File: src/rtl/cpu_defs_pkg.sv
// Shared definitions for the control sequencer: opcode width, opcode values and FSM state encoding.
// State T6 only exists when MUL_DIV_EN is defined.
package cpu_defs_pkg;

  localparam int OP_W = 5;

  localparam logic [OP_W-1:0] OP_ADD  = 5'b00011;
  localparam logic [OP_W-1:0] OP_SUB  = 5'b00100;
  localparam logic [OP_W-1:0] OP_AND  = 5'b00101;
  localparam logic [OP_W-1:0] OP_OR   = 5'b00110;
  localparam logic [OP_W-1:0] OP_MUL  = 5'b01111;
  localparam logic [OP_W-1:0] OP_DIV  = 5'b10000;
  localparam logic [OP_W-1:0] OP_MFHI = 5'b10100;
  localparam logic [OP_W-1:0] OP_MFLO = 5'b10101;
  localparam logic [OP_W-1:0] OP_NOP  = 5'b11010;
  localparam logic [OP_W-1:0] OP_HALT = 5'b11011;

  typedef enum logic [3:0] {
    ST_RESET,
    ST_T0,
    ST_T1,
    ST_T1W,
    ST_T2,
    ST_T3,
    ST_T4,
    ST_T5,
`ifdef MUL_DIV_EN
    ST_T6,
`endif
    ST_HALT
  } state_t;

  function automatic logic [OP_W-1:0] opcode_of(input logic [31:0] ir);
    return ir[31:27];
  endfunction

endpackage

File: src/rtl/op_decode.sv
// Classifies a 5-bit opcode into exactly one instruction class; purely combinational.
// Without MUL_DIV_EN, mul and div fall into the illegal class.
module op_decode
  import cpu_defs_pkg::*;
(
  input  logic [4:0] opcode,
  output logic       is_alu,
  output logic       is_muldiv,
  output logic       is_mfhi,
  output logic       is_mflo,
  output logic       is_nop,
  output logic       is_halt,
  output logic       is_illegal
);

  always_comb begin
    is_alu     = 1'b0;
    is_muldiv  = 1'b0;
    is_mfhi    = 1'b0;
    is_mflo    = 1'b0;
    is_nop     = 1'b0;
    is_halt    = 1'b0;
    is_illegal = 1'b0;
    case (opcode)
      OP_ADD, OP_SUB, OP_AND, OP_OR: is_alu = 1'b1;
`ifdef MUL_DIV_EN
      OP_MUL, OP_DIV:                is_muldiv = 1'b1;
`endif
      OP_MFHI:                       is_mfhi = 1'b1;
      OP_MFLO:                       is_mflo = 1'b1;
      OP_NOP:                        is_nop = 1'b1;
      OP_HALT:                       is_halt = 1'b1;
      default:                       is_illegal = 1'b1;
    endcase
  end

endmodule

File: src/rtl/control_sequencer.sv
// Moore control sequencer for a simple CPU: fetch (T0-T2, waiting on mem_ready), execute (T3-T6), halt.
// Optional mul/div support (states T5/T6 driving LOin/HIin) is enabled by defining MUL_DIV_EN.
module control_sequencer (
  input  logic        clock,
  input  logic        clear,
  input  logic [31:0] IR,
  input  logic        mem_ready,
  input  logic        stop,
  output logic        PCout,
  output logic        Zhighout,
  output logic        Zlowout,
  output logic        MDRout,
  output logic        HIout,
  output logic        LOout,
  output logic        MARin,
  output logic        PCin,
  output logic        MDRin,
  output logic        IRin,
  output logic        Yin,
  output logic        Zin,
  output logic        HIin,
  output logic        LOin,
  output logic        IncPC,
  output logic        Read,
  output logic        Gra,
  output logic        Grb,
  output logic        Grc,
  output logic        Rin,
  output logic        Rout,
  output logic [4:0]  alu_op,
  output logic        run,
  output logic        illegal_op
);
  import cpu_defs_pkg::*;

  state_t          state;
  state_t          finish_state;
  logic [OP_W-1:0] opcode;
  logic            is_alu, is_muldiv, is_mfhi, is_mflo, is_nop, is_halt, is_illegal;
  logic            ir_unused;
  logic            nop_unused;

  assign opcode     = opcode_of(IR);
  assign ir_unused  = ^IR[26:0];
  assign nop_unused = is_nop;

  op_decode u_op_decode (
    .opcode     (opcode),
    .is_alu     (is_alu),
    .is_muldiv  (is_muldiv),
    .is_mfhi    (is_mfhi),
    .is_mflo    (is_mflo),
    .is_nop     (is_nop),
    .is_halt    (is_halt),
    .is_illegal (is_illegal)
  );

  // Every instruction's last state honours stop; all other states ignore it.
  assign finish_state = stop ? ST_HALT : ST_T0;

  always_ff @(posedge clock or negedge clear) begin
    if (!clear) begin
      state      <= ST_RESET;
      illegal_op <= 1'b0;
    end else begin
      case (state)
        ST_RESET: state <= ST_T0;
        ST_T0:    state <= ST_T1;
        ST_T1:    state <= mem_ready ? ST_T2 : ST_T1W;
        ST_T1W:   if (mem_ready) state <= ST_T2;
        ST_T2:    state <= ST_T3;
        ST_T3: begin
          if (is_illegal) illegal_op <= 1'b1;
          if (is_halt)                   state <= ST_HALT;
          else if (is_alu || is_muldiv)  state <= ST_T4;
          else                           state <= finish_state;
        end
        ST_T4:    state <= ST_T5;
`ifdef MUL_DIV_EN
        ST_T5:    state <= is_muldiv ? ST_T6 : finish_state;
        ST_T6:    state <= finish_state;
`else
        ST_T5:    state <= finish_state;
`endif
        ST_HALT:  state <= ST_HALT;
        default:  state <= ST_RESET;
      endcase
    end
  end

  // Strobes depend on the registered state; T3..T6 also look at the class of the IR loaded in T2.
  always_comb begin
    PCout    = 1'b0;
    Zhighout = 1'b0;
    Zlowout  = 1'b0;
    MDRout   = 1'b0;
    HIout    = 1'b0;
    LOout    = 1'b0;
    MARin    = 1'b0;
    PCin     = 1'b0;
    MDRin    = 1'b0;
    IRin     = 1'b0;
    Yin      = 1'b0;
    Zin      = 1'b0;
    IncPC    = 1'b0;
    Read     = 1'b0;
    Gra      = 1'b0;
    Grb      = 1'b0;
    Grc      = 1'b0;
    Rin      = 1'b0;
    Rout     = 1'b0;
    alu_op   = '0;
`ifdef MUL_DIV_EN
    HIin     = 1'b0;
    LOin     = 1'b0;
`endif
    run      = (state != ST_RESET) && (state != ST_HALT);
    case (state)
      ST_T0: begin
        PCout = 1'b1;
        MARin = 1'b1;
        IncPC = 1'b1;
        Zin   = 1'b1;
      end
      ST_T1: begin
        Zlowout = 1'b1;
        PCin    = 1'b1;
        Read    = 1'b1;
        MDRin   = 1'b1;
      end
      ST_T1W: begin
        Read  = 1'b1;
        MDRin = 1'b1;
      end
      ST_T2: begin
        MDRout = 1'b1;
        IRin   = 1'b1;
      end
      ST_T3: begin
        if (is_alu || is_muldiv) begin
          Grb  = 1'b1;
          Rout = 1'b1;
          Yin  = 1'b1;
        end else if (is_mfhi) begin
          Gra   = 1'b1;
          Rin   = 1'b1;
          HIout = 1'b1;
        end else if (is_mflo) begin
          Gra   = 1'b1;
          Rin   = 1'b1;
          LOout = 1'b1;
        end
      end
      ST_T4: begin
        Grc    = 1'b1;
        Rout   = 1'b1;
        Zin    = 1'b1;
        alu_op = opcode;
      end
      ST_T5: begin
        Zlowout = 1'b1;
`ifdef MUL_DIV_EN
        if (is_muldiv) begin
          LOin = 1'b1;
        end else begin
          Gra = 1'b1;
          Rin = 1'b1;
        end
`else
        Gra = 1'b1;
        Rin = 1'b1;
`endif
      end
`ifdef MUL_DIV_EN
      ST_T6: begin
        Zhighout = 1'b1;
        HIin     = 1'b1;
      end
`endif
      default: ;
    endcase
  end

`ifndef MUL_DIV_EN
  assign HIin = 1'b0;
  assign LOin = 1'b0;
`endif

endmodule

File: config.mk
export PLATFORM = sky130hd
export DESIGN_NAME = control_sequencer
export DESIGN_NICKNAME = d
export VERILOG_FILES = /design/src/rtl/cpu_defs_pkg.sv /design/src/rtl/op_decode.sv /design/src/rtl/control_sequencer.sv
export SDC_FILE = /design/constraint.sdc
export NUM_CORES = 1
export LEC_CHECK = 0
export ABC_AREA = 1
export BUFFER_PORTS_ARGS = -buffer_cell sky130_fd_sc_hd__buf_2
export CORE_MARGIN = 2
export CORE_UTILIZATION = 34
export CTS_CLUSTER_SIZE = 12
export DETAILED_ROUTE_END_ITERATION = 10
export PLACE_DENSITY = 0.86
export SYNTH_ARGS = -nofsm -noshare
export SYNTH_HDL_FRONTEND = slang
export SYNTH_SLANG_ARGS = --single-unit
File: constraint.sdc
create_clock -name clock -period 1.8 [get_ports clock]
set_input_delay 0.27 -clock clock [delete_from_list [all_inputs] [get_ports clock]]
set_output_delay 0.27 -clock clock [all_outputs]
set_load 0.05 [all_outputs]
---- Word-level counts from Yosys, hierarchy flattened ----
Index checks and enable logic that the tools add are counted.
cells by class
  reductions and logical operators ........ 9
  equal/unequal tests ..................... 18
  bitwise logic cells ..................... 1
  mux-type cells .......................... 31
operator list
  cell                  number
  $pmux W4 S9           1
  $mux W1               22
  $eq A5 B5 Y1 const B  4
  $eq A4 B3 Y1 const B  4
  $mux W4               4
  $eq A5 B3 Y1 const B  3
  $eq A4 B2 Y1 const B  2
  $reduce_or A8 Y1      1
  $reduce_or A2 Y1      3
  $eq A5 B2 Y1 const B  1
  $mux W5               1
  $eq A4 B1 Y1 const B  1
  $eq A4 B4 Y1 const B  1
  $logic_not A4 Y1      1
  $ne A4 B4 Y1 const B  1
  $pmux W1 S2           2
  $reduce_bool A4 Y1    1
  $reduce_or A4 Y1      1
  $mux W3               1
  $ne A2 B2 Y1 const B  1
  $reduce_and A2 Y1     1
  $logic_and A1 B1 Y1   1
  $not A1 Y1            1
storage, ports and cells
  output and inout bits ................... 28
  input port bits ......................... 36
  word-level logic and storage cells ...... 61
  bits in registers ....................... 5

---- Depth between registers and ports, before layout ----
  depth in word-level cells ............... 6
  mapped depth ............................ 8
  depth with buffers taken out ............ 8

---- Cells and area by module ----
From an unflattened synthesis, not the netlist that was laid out.
second synthesis, totals
  cell total of the unflattened synthesis .. 115
  area, all modules ....................... 691.9 um^2
modules (own cells, without submodules)
  module             instances  area an instance (um^2)  cells an instance
  control_sequencer  1          589.3                    90
  op_decode          1          102.6                    25

---- Least setup slack after synthesis ----
No wires, ideal clock.
  kind .................................... register to output
  start ................................... register state[3]
  end ..................................... output port Zin
  buffers on the path ..................... 0
  data arrival time ....................... 2.268 ns
  slack ................................... -0.738 ns
  stages on the path, launching flop included .. 5
  path through ............................ dfrtp_1 inv_1 nand2_1 nor3_1 or2_1
on the way
  cells in the longest elaborated chain, start to end .. 3
  elaborated cells between the ends (all ways) .. 4
ends and longest elaborated chain
  what                                          RTL line                  source
  start: declaration                            control_sequencer.sv:36   state_t state;
  start signal: assignment                      control_sequencer.sv:69   ST_T1: state <= mem_ready ? ST_T2 : ST_T1W;
  start signal: assignment                      control_sequencer.sv:76   else state <= finish_state;
  start signal: assignment                      control_sequencer.sv:83   ST_T5: state <= finish_state;
  $eq A4 B3 Y1 or $eq A4 B1 Y1 (tied branches)  control_sequencer.sv:118  case (state)
  $reduce_or A2 Y1 (no source line) (*)         -
  $mux W1 (*)                                   control_sequencer.sv:118
  end: declaration                              control_sequencer.sv:20   output logic Zin,
Every way passes the cells marked *; elsewhere a longest branch is shown, timed or not.

---- Worst setup path in the final report ----
  start ................................... register state[0]
  end ..................................... output port LOout
on the way
  cells in the longest elaborated chain, start to end .. 2
ends and longest elaborated chain
  what              RTL line                  source
  $eq A4 B3 Y1      control_sequencer.sv:118
  $mux W1           control_sequencer.sv:118
  end: declaration  control_sequencer.sv:14   output logic LOout,
Every way passes these cells.

==> flow_summary.yaml <==
outcome:
  outcome: "finished clean"
yosys:
  synth.largest_area_cell: "dfrtp_1"
  synth_enable_flop_cells: 0
  synth_seq_cells: 5
  yosysTopAreaCellShare: 0.211
  async_flop_share: 1.00
  synthTopCellsByArea: "dfrtp_1 (21%), nand2_1 (15%), buf_4 (11%), nand3_1 (9.3%), nor2_1 (8.8%)"
  syn_inst: 98
  yosys_most_used_dff: "dfrtp_1"
  yosys_warnings: 0
  yosysSeqAreaShare: 0.211
  synth_cell_type_count: 19
  synth_area_um2: 594
  avgSynthCellArea_um2: 6.06
drt:
  finalWirelength_mm: 1.40
  drt.antenna.violating_nets: 0
  drt_iter0_markers: 16
  drt_drc_violations_left: 0
  dr.pass1.iters: 4
  via_count: 708
  wl_per_cell_um: 9.30
  vias_per_cell: 4.72
critical_path:
  path_max_fanout: 7
  crit_chain: "inv_2 > nor2_2 > nand2_2 > or2_4 > nor3_4 > buf_6"
  worst_path_max_delay_cell: "dfrtp_2"
  critPathKind: "reg -> out"
  cp_slowest_stage_delay_ns: 0.42
  startpoint_type: "flop"
  crit_family: "simple AND/OR/NAND/NOR gates"
  arrival_ns: 1.45
  endpoint_kind: "primary output"
  cp.buffers_inverters: 2
  required_ns: 1.53
timing:
  min_period_ns: 1.72
  finClkSkew_ns: 0.00182
  setup_violations: 0
  fmax_mhz: 581
  slew_viol_final: 0
  fin_crit_sh: 0.956
  hold_viol: 0
  setup_tns_ns: 0
  hold-worst-slack_ns: 0.344
  rsz0062_at_grt: "true"
die:
  coreArea_um2: 1690
  fp.dieH_um: 45.8
  die-area_um2: 2100
  chipWidth_um: 45.8
  rows: 15
  start_util: 0.352
  io_pins: 64
placed_design:
  port_buffers: 33
  place.gp.congestion: 0.818
  place_inst: 142
  dp_hpwl_mm: 1.18
finish:
  regArea_um2: 128
  multiInputGateArea_um2: 375
  final_common_cell: "buf_2"
  drive_above_1_share: 0.451
  final_util: 0.504
  layout.nets: 170
  final_cells: 150
  n_antenna_cell: 0
  layout_common_cells: "buf_2 (26), nand2_1 (22), nor2_1 (12), inv_1 (12), nand3_1 (11)"
  nFillCells: 179
  syn_to_final_growth_pct: 43.4
grt:
  grt_overflow_total: 0
  grt_max_degree: 9
  antenna_found_initial: 0
  grt_pass1_vias: 540
  grt.total_usage: 0.136
  grt_pass1_wl_mm: 2.10
clock_network:
  cts_sinks: 5
  cts_max_level: 1
  clkLatencyLatePin_ns: 0.24
  path_clk_slew_ns: 0.04
  cts_tree: "done"
  cts-root-buf: "clkbuf_4"
  numCtsBuffers: 3
  cts.path.max_buffers: 2
power_and_ir_drop:
  ir_worst_vdd_mv: 0.756
  power_frac_clock: 0.078
  p_seq_frac: 0.132
  switchingPower_uw: 1030
  p_leak_uw: 0.000524
  p_int_uw: 565
  p_sw_frac: 0.645
  combPwrFrac: 0.790
  power.density_nw_per_um2: 1870
job:
  drv_cap: 0
min_path:
  hold_path.class: "in -> reg"
power groups by stage:
stage | combinational (uW) | sequential [uW] | clock, uW
final | 1260 | 210 | 124
after global routing | 1350 | 216 | 144
after CTS | 1190 | 209 | 128
after detailed placement | 1190 | 207 | 0
after global placement | 1170 | 205 | 0
after floorplan | 1030 | 209 | 0
worst paths after layout:
path	cells after the start	slack, ns	to	startpoint
min	4	0.34	state[0]	stop
max reg2reg	6	0.54	state[1]	state[1]
min in group asynchronous	2	0.37	state[2]	clear
max in group asynchronous	2	1.29	state[0]	clear
max	6	0.08	LOout	state[0]
min reg2reg	2	0.46	illegal_op	illegal_op
cell families (layout without fill, tap and decap cells):
family	after synthesis	after routing	synth area share
AO/OA/AOI/OAI	2	2	0.0168
buffers and inverters	27	60	0.244
flip-flops	5	5	0.211
other	1	3	0.00631
AND/OR/NAND/NOR	63	63	0.522
per-stage QoR:
stage | total power (uW) | setup slack, ns | instance area [um2]
after floorplan | 1240 | -0.0770 | 623
after global placement | 1370 | 0.185 | 743
after global routing | 1710 | -0.0201 | 852
after CTS | 1530 | -0.00862 | 795
final | 1590 | 0.0786 | 852
after detailed placement | 1390 | 0.167 | 743
sequential cells by signal, summed over array words and instances (netlist names):
name	count
state	4
illegal_op	1
per-layer routing:
metal	share of wire	track usage
met4	0.012	0.0514
met3	0.061	0.0119
met2	0.52	0.242
met5	0	0
met1	0.41	0.167
layout make-up:
| type | instances | area share |
|---|---|---|
| Inverter | 17 | 0.0749 |
| Tap cell | 17 | 0.0250 |
| Clock buffer | 4 | 0.0308 |
| Sequential cell | 5 | 0.150 |
| Timing Repair Buffer | 39 | 0.279 |
| Multi-Input combinational cell | 68 | 0.441 |
synthesized netlist by cell type (2+ instances only):
cell type / instances
nor3_2: 2
nand3_1: 11
nor2_2: 2
inv_1: 13
dfrtp_1: 5
nor3_1: 2
nand4_1: 3
nand2_1: 24
nor2_1: 14
a21oi_1: 2
inv_2: 4
buf_4: 9
worst min-delay path, stage by stage:
cell	delay (ns)
buf_2	0.12
inv_1	0.05
nand2_1	0.05
nand3_1	0.06
what timing repair did:
item,4_1_cts,5_1_grt
hold buffers,1,0
setup buffers,0,3
cloned,0,0
resized for setup,6,16
endpoints found under the setup margin,4,7
pin swaps,0,2
hold endpoints to repair,5,0
No activity file was read; power rests on OpenSTA's default activity.
